==> config.mk <==
export PLATFORM = sky130hd
export DESIGN_NAME = seg7_scan_display_flat
export DESIGN_NICKNAME = d
export VERILOG_FILES = /design/src/rtl/seg7_scan_display_if.sv /design/src/rtl/seg7_scan_display.sv /design/src/flat_wrapper.sv
export SDC_FILE = /design/constraint.sdc
export NUM_CORES = 1
export LEC_CHECK = 0
export CORE_MARGIN = 10
export CORE_UTILIZATION = 55
export CTS_CLUSTER_DIAMETER = 60
export CTS_CLUSTER_SIZE = 8
export DETAILED_ROUTE_END_ITERATION = 16
export MAX_ROUTING_LAYER = met4
export PLACE_DENSITY = 0.8
export SLEW_MARGIN = 0
export SYNTH_ARGS = -nofsm -noshare
export SYNTH_HDL_FRONTEND = slang
export SYNTH_SLANG_ARGS = --single-unit
==> constraint.sdc <==
create_clock -name i_clo -period 3.95 [get_ports i_clo]
set_clock_uncertainty 0.1 [all_clocks]
set_input_delay 0.5925 -clock i_clo [delete_from_list [all_inputs] [get_ports i_clo]]
set_output_delay 0.5925 -clock i_clo [all_outputs]
set_load 0.005 [all_outputs]
==> src/rtl/seg7_scan_display_if.sv <==
// Display port bundle: scan tick and adder result in, multiplexed segment/anode drive out.
// Master drives the tick and the sum strobe; the display (slave) drives Seg/An/Frame_done.
interface seg7_scan_display_if #(
    parameter int SUM_W = 5
);
    logic             i_tick;
    logic [SUM_W-1:0] i_sum;
    logic             i_sum_vld;
    logic [6:0]       o_seg;
    logic [1:0]       o_an;
    logic             o_frame_done;

    modport master (
        output i_tick, i_sum, i_sum_vld,
        input  o_seg, o_an, o_frame_done
    );

    modport slave (
        input  i_tick, i_sum, i_sum_vld,
        output o_seg, o_an, o_frame_done
    );
endinterface

==> src/rtl/seg7_scan_display.sv <==
// 2-digit scanned 7-seg driver, one digit per tick edge; outputs registered one clock after idx moves.
// No backpressure: sums are latched only at frame start. Optional LEAD_ZERO_BLANK_EN blanks a tens 0.
module seg7_scan_display #(
    parameter bit ACTIVE_LOW = 1'b1
) (
    input  logic                i_clo,
    input  logic                i_rst,
    seg7_scan_display_if.slave  io_bus
);
    typedef enum logic [1:0] {
        ST_IDLE  = 2'd0,
        ST_UNITS = 2'd1,
        ST_TENS  = 2'd2
    } state_t;

    localparam logic [6:0] SEG_OFF = ACTIVE_LOW ? 7'h7F : 7'h00;
    localparam logic [1:0] AN_OFF  = ACTIVE_LOW ? 2'b11 : 2'b00;

    state_t      r_state;
    state_t      w_state_nxt;
    logic        r_tick_q;
    logic [4:0]  r_disp_val;
    logic [4:0]  r_pending;
    logic        r_pend_flag;
    logic [6:0]  r_seg;
    logic [1:0]  r_an;
    logic        r_frame_done;

    logic        w_step;
    logic        w_load;
    logic        w_frame_done_nxt;
    logic [1:0]  w_tens;
    logic [3:0]  w_units;
    logic [6:0]  w_seg_ah;
    logic [1:0]  w_an_ah;

    function automatic logic [6:0] f_seg(input logic [3:0] d);
        case (d)
            4'd0:    f_seg = 7'h3F;
            4'd1:    f_seg = 7'h06;
            4'd2:    f_seg = 7'h5B;
            4'd3:    f_seg = 7'h4F;
            4'd4:    f_seg = 7'h66;
            4'd5:    f_seg = 7'h6D;
            4'd6:    f_seg = 7'h7D;
            4'd7:    f_seg = 7'h07;
            4'd8:    f_seg = 7'h7F;
            4'd9:    f_seg = 7'h6F;
            default: f_seg = 7'h00;
        endcase
    endfunction

    assign w_step = io_bus.i_tick & ~r_tick_q;

    always_ff @(posedge i_clo or posedge i_rst) begin
        if (i_rst) begin
            r_state <= ST_IDLE;
        end else begin
            r_state <= w_state_nxt;
        end
    end

    always_comb begin
        w_state_nxt      = r_state;
        w_load           = 1'b0;
        w_frame_done_nxt = 1'b0;
        if (w_step) begin
            case (r_state)
                ST_IDLE: begin
                    w_state_nxt = ST_UNITS;
                    w_load      = 1'b1;
                end
                ST_UNITS: begin
                    w_state_nxt = ST_TENS;
                end
                ST_TENS: begin
                    w_state_nxt      = ST_UNITS;
                    w_frame_done_nxt = 1'b1;
                    w_load           = 1'b1;
                end
                default: begin
                    w_state_nxt = ST_IDLE;
                end
            endcase
        end
    end

    // A strobe coinciding with the frame-start load goes straight to the display.
    always_ff @(posedge i_clo or posedge i_rst) begin
        if (i_rst) begin
            r_tick_q     <= 1'b0;
            r_disp_val   <= 5'd0;
            r_pending    <= 5'd0;
            r_pend_flag  <= 1'b0;
            r_frame_done <= 1'b0;
        end else begin
            r_tick_q     <= io_bus.i_tick;
            r_frame_done <= w_frame_done_nxt;
            if (io_bus.i_sum_vld) begin
                r_pending <= io_bus.i_sum;
            end
            if (w_load) begin
                r_pend_flag <= 1'b0;
                if (io_bus.i_sum_vld) begin
                    r_disp_val <= io_bus.i_sum;
                end else if (r_pend_flag) begin
                    r_disp_val <= r_pending;
                end
            end else if (io_bus.i_sum_vld) begin
                r_pend_flag <= 1'b1;
            end
        end
    end

    always_comb begin
        w_tens  = 2'd0;
        w_units = r_disp_val[3:0];
        if (r_disp_val >= 5'd30) begin
            w_tens  = 2'd3;
            w_units = 4'(r_disp_val - 5'd30);
        end else if (r_disp_val >= 5'd20) begin
            w_tens  = 2'd2;
            w_units = 4'(r_disp_val - 5'd20);
        end else if (r_disp_val >= 5'd10) begin
            w_tens  = 2'd1;
            w_units = 4'(r_disp_val - 5'd10);
        end
    end

    always_comb begin
        w_seg_ah = 7'h00;
        w_an_ah  = 2'b00;
        case (r_state)
            ST_UNITS: begin
                w_seg_ah = f_seg(w_units);
                w_an_ah  = 2'b01;
            end
            ST_TENS: begin
                w_seg_ah = f_seg({2'b00, w_tens});
                w_an_ah  = 2'b10;
`ifdef LEAD_ZERO_BLANK_EN
                if (w_tens == 2'd0) begin
                    w_seg_ah = 7'h00;
                end
`endif
            end
            default: begin
                w_seg_ah = 7'h00;
                w_an_ah  = 2'b00;
            end
        endcase
    end

    always_ff @(posedge i_clo or posedge i_rst) begin
        if (i_rst) begin
            r_seg <= SEG_OFF;
            r_an  <= AN_OFF;
        end else begin
            r_seg <= ACTIVE_LOW ? ~w_seg_ah : w_seg_ah;
            r_an  <= ACTIVE_LOW ? ~w_an_ah  : w_an_ah;
        end
    end

    assign io_bus.o_seg        = r_seg;
    assign io_bus.o_an         = r_an;
    assign io_bus.o_frame_done = r_frame_done;
endmodule

==> src/flat_wrapper.sv <==
// flat-port wrapper written by rule: the top's interface ports become plain ports
module seg7_scan_display_flat 
#(
    parameter bit ACTIVE_LOW = 1'b1
)
  (i_clo, i_rst, io_bus_i_tick, io_bus_i_sum, io_bus_i_sum_vld, io_bus_o_seg, io_bus_o_an, io_bus_o_frame_done);
  seg7_scan_display_if #(.SUM_W(5)) io_bus_i ();
  input  logic i_clo;
  input  logic i_rst;
  input wire logic [$bits(io_bus_i.i_tick)-1:0] io_bus_i_tick;
  input wire logic [$bits(io_bus_i.i_sum)-1:0] io_bus_i_sum;
  input wire logic [$bits(io_bus_i.i_sum_vld)-1:0] io_bus_i_sum_vld;
  output wire logic [$bits(io_bus_i.o_seg)-1:0] io_bus_o_seg;
  output wire logic [$bits(io_bus_i.o_an)-1:0] io_bus_o_an;
  output wire logic [$bits(io_bus_i.o_frame_done)-1:0] io_bus_o_frame_done;
  assign io_bus_i.i_tick = io_bus_i_tick;
  assign io_bus_i.i_sum = io_bus_i_sum;
  assign io_bus_i.i_sum_vld = io_bus_i_sum_vld;
  assign io_bus_o_seg = io_bus_i.o_seg;
  assign io_bus_o_an = io_bus_i.o_an;
  assign io_bus_o_frame_done = io_bus_i.o_frame_done;
  seg7_scan_display #(.ACTIVE_LOW(ACTIVE_LOW)) u_core (.i_clo(i_clo), .i_rst(i_rst), .io_bus(io_bus_i));
endmodule
Word-level counts from Yosys, hierarchy flattened
Memory sizes are Yosys's and may differ from the RTL's.
Index checks and enable logic that the tools add are counted.
W data, S select, Z words.
{"block": "totals", "ff_bits": 24, "latch_bits": 0, "ramBits": 0, "mem_bits_ro": 112, "out_inout_bits": 10, "mem_count": 1}
{"name": "(name not given)", "depth": 16, "word_bits": 7, "read_ports": 1, "rd_clocked_by_memory_dff": 0, "write_ports": 0, "line_no": "seg7_scan_display.sv:38", "text": "case (d)"}
{"block": "classes", "addsub": 3, "mul": 0, "n_div": 0, "n_lt_le_gt_ge": 3, "eq_ne": 5, "shift": 0, "muxes": 18, "bitwise_logic": 4, "n_reduce_logical": 6}
{"operator": "$pmux W7 S4", "n": 1}
{"operator": "$pmux W7 S2", "n": 1}
{"operator": "$mux W4", "n": 3}
{"operator": "$ge A5 B5 Y1 const B", "n": 2}
{"operator": "$mux W5", "n": 2}
{"operator": "$pmux W2 S2", "n": 2}
{"operator": "$sub A4 B4 Y4 const B", "n": 2}
{"operator": "$mux W1", "n": 7}
{"operator": "$not A7 Y7", "n": 1}
{"operator": "$eq A2 B2 Y1 const B", "n": 3}
{"operator": "$ge A5 B4 Y1 const B", "n": 1}
{"operator": "$eq A2 B1 Y1 const B", "n": 2}
{"operator": "$logic_not A2 Y1", "n": 2}
{"operator": "$mux W2", "n": 2}
{"operator": "$reduce_bool A2 Y1", "n": 2}
{"operator": "$sub A4 B3 Y4 const B", "n": 1}
{"operator": "$not A2 Y2", "n": 1}
{"operator": "$reduce_and A2 Y1", "n": 1}
{"operator": "$reduce_or A2 Y1", "n": 1}
{"operator": "$and A1 B1 Y1", "n": 1}
{"operator": "$not A1 Y1", "n": 1}

Longest topological paths before layout
{"block": "depth", "ltp_word": 8, "depth_mapped": 10, "mapped_depth_nobuf": 10}

Worst setup path before layout
OpenSTA, ideal clock, no wires.
{"block": "synth_path", "path_kind": "register to register", "from": "reg u_core.r_disp_val[2]", "to": "reg u_core.r_seg[1], in the netlist u_core.io_bus.o_seg[1]", "setup_time_ns": 0.073, "arrival_time_ns": 2.094, "setup_slack_ns": 1.683, "stages_incl_launch_ff": 11, "synth_period_minus_slack_ns": 2.267, "cell_sequence": "dfrtp_1 inv_2 ha_1 and3b_1 or3_4 and3_4 nor2_1 ha_1 o21ai_1 a21oi_1 a21oi_1"}
{"block": "synth_via", "elab_chain_len": 7, "elab_cells_between_ends": 12, "classes_between": "3 x add/sub; 3 x order compare; 4 x mux; 1 x bitwise; 1 x memory"}
{"element": "from (decl)", "line_no": "seg7_scan_display.sv:22", "text": "logic [4:0] r_disp_val;"}
{"element": "from (signal assigned)", "line_no": "seg7_scan_display.sv:105", "text": "r_disp_val <= io_bus.i_sum;"}
{"element": "from (signal assigned)", "line_no": "seg7_scan_display.sv:107", "text": "r_disp_val <= r_pending;"}
{"element": "$sub A4 B4 Y4 / $ge A5 B4 Y1 (equally long branches)", "line_no": "seg7_scan_display.sv:126, seg7_scan_display.sv:124"}
{"element": "$mux W4", "line_no": "seg7_scan_display.sv:124", "text": "end else if (r_disp_val >= 5'd10) begin"}
{"element": "$mux W4", "line_no": "seg7_scan_display.sv:121", "text": "end else if (r_disp_val >= 5'd20) begin"}
{"element": "$mux W4 (*)", "line_no": "seg7_scan_display.sv:118", "text": "if (r_disp_val >= 5'd30) begin"}
{"element": "$mem_v2 Z16 W7 (*)"}
{"element": "$pmux W7 S2 (*)", "line_no": "seg7_scan_display.sv:133", "text": "case (r_state)"}
{"element": "$not A7 Y7 (*)", "line_no": "seg7_scan_display.sv:159", "text": "r_seg <= ACTIVE_LOW ? ~w_seg_ah : w_seg_ah;"}
{"element": "to (signal assigned)", "line_no": "seg7_scan_display.sv:159"}
{"element": "to (decl)", "line_no": "seg7_scan_display.sv:25", "text": "logic [6:0] r_seg;"}
Mark *: on every way between the ends. The rest lies on a longest branch, timed or not.
A chain may end at the register's enable or synchronous reset.

Worst setup path after layout
{"block": "layout_path", "from": "reg u_core.r_disp_val[1]", "to": "reg u_core.r_seg[6], in the netlist u_core.io_bus.o_seg[6]"}
{"block": "layout_via", "elab_chain_len": 8, "elab_cells_between_ends": 20, "classes_between": "3 x add/sub; 3 x order compare; 3 x eq/ne; 8 x mux; 1 x bitwise; 1 x reduce/logical; 1 x memory"}
{"element": "parallel branches: the longest is 6 deep, another holds $mem_v2 Z16 W7"}
{"element": "$pmux W7 S2 (*)", "line_no": "seg7_scan_display.sv:133"}
{"element": "$not A7 Y7 (*)", "line_no": "seg7_scan_display.sv:159"}
Every way passes the cells marked *. The select of a mux whose other input is x is not followed.

==> qor.yml <==
worst_setup_path:
  criticalPathCategory: "reg2reg"
  arrival_ns: 2.74
  reg2reg_slack_ns: 1.36
  crit_path_top_delay_cell: "dfrtp_1"
  r2r_start: "u_core.r_disp_val[1]$_DFFE_PP0P_"
  critical-path-max-stage-delay_ns: 0.44
  path_max_fanout: 5
  critPathBufInv: 1
  crit_top_cell: "ha_1"
  reg2reg_depth: 10
  cp.required_ns: 4.10
  rr_endpoint: "u_core.io_bus.o_seg[6]$_DFF_PP1_"
  endpoint_kind: "flip-flop"
  startpoint_type: "flip-flop"
  path_cells: "inv_1 > ha_1 > nor2b_1 > o311ai_1 > a21oi_1 > nor2_1 > ha_1 > nand2_1 > a21o_1 > a31oi_1"
  path_delay_family: "compound AO/OA/AOI/OAI gates"
place:
  hpwlAfterDp_um: 2120
  gp_congestion: 0.944
  dp_cells: 166
  portBuffers: 18
  dp_slack_ns: 1.40
cts:
  clock_latency_ns: 0.32
  clkSlewWorstSetupHoldPaths_ns: 0.13
  cts_buffers: 3
  cts_tree: "yes"
  cts_setup_buffers: 0
  clk_path_buf_depth: 2
  h-tree-depth: 1
  holdBufCountCts: 0
  post_cts_resize_count: 0
  cts_root_buf: "clkbuf_4"
  cts_sinks: 24
drt:
  routed_wl_um: 2700
  drc_errors: 0
  via_count: 992
  via_per_inst: 5.84
  drt-pass1-iter-count: 4
  ant_nets: 0
  routedWlPerCell_um: 15.9
  drt_iter0_drc: 29
job:
  cap_violations: 0
power:
  comb_power_share: 0.590
  p_total_mw: 1.27
  swShare: 0.443
  p_switching_uw: 561
  peakVddDrop_mv: 0.534
  power_density_nw_per_um2: 818
  pwr-share-clk: 0.087
  leakagePower_nw: 0.662
  p_int_uw: 706
  seq_power_share: 0.323
die:
  fp.dieH_um: 69.1
  dieArea_um2: 4770
  row_count: 17
  core_um2: 2250
  die_w_um: 69.1
  initial_core_util: 0.587
  num_io_pins: 19
yosys:
  synth_commonest_cells: "15 x dfrtp_1, 11 x ha_1, 9 x a21oi_1, 9 x dfstp_2, 9 x nand2_1"
  synth_area_leaders: "dfrtp_1 28%, dfstp_2 18%, ha_1 10%"
  synth_edf_count: 0
  synth_area_leader_cell: "dfrtp_1"
  yosys_most_used_dff: "dfrtp_1"
  synth_top_area_frac: 0.284
  synth.most_common_cell: "dfrtp_1"
  syn-instance-count: 123
  synth.avg_cell_area_um2: 10.8
  synthArstFlopShare: 1.00
  ys_warn_count: 0
  synth_nets: 143
  netlist_area_um2: 1320
  yosys_register_bits: 24
  ys_seq_area_frac: 0.462
  ys_types: 41
global_routing:
  grt_start_max_net_pins: 25
  antenna_found_initial: 0
  grt_use_total: 0.116
  grt-ovfl-total: 0
  grt_pass1_wl_um: 4740
  grt_pass1_vias: 1025
cells_and_area:
  syn_to_final_growth_pct: 17.0
  final_util: 0.687
  fillers: 213
  regArea_um2: 612
  drive_gt1_frac: 0.204
  multiInputGateArea_um2: 666
  finalNetCount: 163
  layout.cells.non_filler: 170
  diodes: 0
sta:
  fin_tns_setup_ns: 0
  period_minus_slack_ns: 2.59
  finalCritPeriodShare: 0.657
  slew_viol_final: 0
  hold_violations: 0
  setup_viol: 0
  worstMarginPinSlew_ns: 0.859
  clock.fmax_mhz: 386
  worst_slack_ns: 1.36
  timing.slew.headroom: 0.427
  rsz0062_at_grt: "false"
hold_path:
  hold_start: "u_core.r_pending[3]$_DFFE_PP0P_"
  hold_depth: 1
  hold_path.class: "reg2reg"
  worstHoldEndpoint: "u_core.r_pending[3]$_DFFE_PP0P_"
outcome:
  status: "complete, no violations"
==> routing by layer <==
layer / vias up / routed length, µm / GRT usage
li1: 477 / - / -
met1: 480 / 1240 / 0.136
met2: 31 / 1310 / 0.192
met3: 4 / 127 / 0.0342
met4: 0 / 27 / 0.0266
met5: - / 0 / -
==> placed cells by master (no fill, tap or decap), drive strengths merged, types with 2 or more instances in the layout <==
master and instances:
nand2b 2, mux2 8, or4 2, clkdlybuf4s50 18, nor2b 4, a21o 3
nand2 10, a21oi 9, ha 11, dfrtp 15, clkbuf 3, a31oi 4
nor2 8, o311ai 2, dfstp 9, inv 8, o21ai 7, and2 2
==> cell families after synthesis <==
kind of cell,after synthesis,synth area share
AO/OA/AOI/OAI,34,0.180
AND/OR/NAND/NOR,34,0.144
flip-flops,24,0.462
buffers and inverters,11,0.0350
adder cells (fa/ha/maj),11,0.104
multiplexers,9,0.0756
==> worst max-delay path by stage <==
stage / startpoint / to / slack (ns) / cells past startpoint
after global routing: u_core.r_disp_val[1]$_DFFE_PP0P_ / u_core.io_bus.o_seg[6]$_DFF_PP1_ / 1.16 / 10
final: u_core.r_disp_val[1]$_DFFE_PP0P_ / u_core.io_bus.o_seg[6]$_DFF_PP1_ / 1.36 / 10
after floorplan: u_core.r_disp_val[2]$_DFFE_PP0P_ / u_core.io_bus.o_seg[1]$_DFF_PP1_ / 1.68 / 10
after global placement: u_core.r_disp_val[2]$_DFFE_PP0P_ / u_core.io_bus.o_seg[1]$_DFF_PP1_ / 1.53 / 10
after CTS: u_core.r_disp_val[1]$_DFFE_PP0P_ / u_core.io_bus.o_seg[6]$_DFF_PP1_ / 1.37 / 10
after detailed placement: u_core.r_disp_val[1]$_DFFE_PP0P_ / u_core.io_bus.o_seg[6]$_DFF_PP1_ / 1.40 / 10
==> sequential cells by signal, indices dropped and copies added, names as in the netlist <==
| name | count |
|---|---|
| u_core.r_pend_flag | 1 |
| u_core.io_bus.o_an | 2 |
| u_core.io_bus.o_seg | 7 |
| u_core.r_state | 2 |
| u_core.r_pending | 5 |
| u_core.r_tick_q | 1 |
| u_core.r_disp_val | 5 |
| u_core.io_bus.o_frame_done | 1 |
==> metrics by stage <==
| step | hold WS, ns | area [µm²] |
|---|---|---|
| floorplan | 0.368 | 1320 |
| global placement | 0.385 | 1520 |
| CTS | 0.416 | 1550 |
| detailed placement | 0.387 | 1520 |
| finish | 0.413 | 1550 |
| global route | 0.427 | 1550 |
==> power groups by stage <==
stage | registers, mW | clock network [mW] | logic (mW)
after floorplan | 0.380 | 0 | 0.582
after global placement | 0.407 | 0 | 0.705
after detailed placement | 0.415 | 0 | 0.735
after CTS | 0.410 | 0.111 | 0.741
after global routing | 0.425 | 0.124 | 0.828
final | 0.410 | 0.110 | 0.747
==> worst reg2reg max path: stages (launching register included) <==
cell and delay, ns:
dfrtp_1 0.44, inv_1 0.10, ha_1 0.19, nor2b_1 0.15
o311ai_1 0.44, a21oi_1 0.23, nor2_1 0.19, ha_1 0.21
nand2_1 0.07, a21o_1 0.20, a31oi_1 0.19
==> area by class of cell <==
type | instances | share of cell area
Multi-Input combinational cell | 88 | 0.430
Clock buffer | 3 | 0.0145
Timing Repair Buffer | 18 | 0.116
Inverter | 8 | 0.0194
Clock inverter | 1 | 0.00242
Tap cell | 28 | 0.0226
Sequential cell | 24 | 0.395
Note: power is estimated with default switching activity, not from simulation.
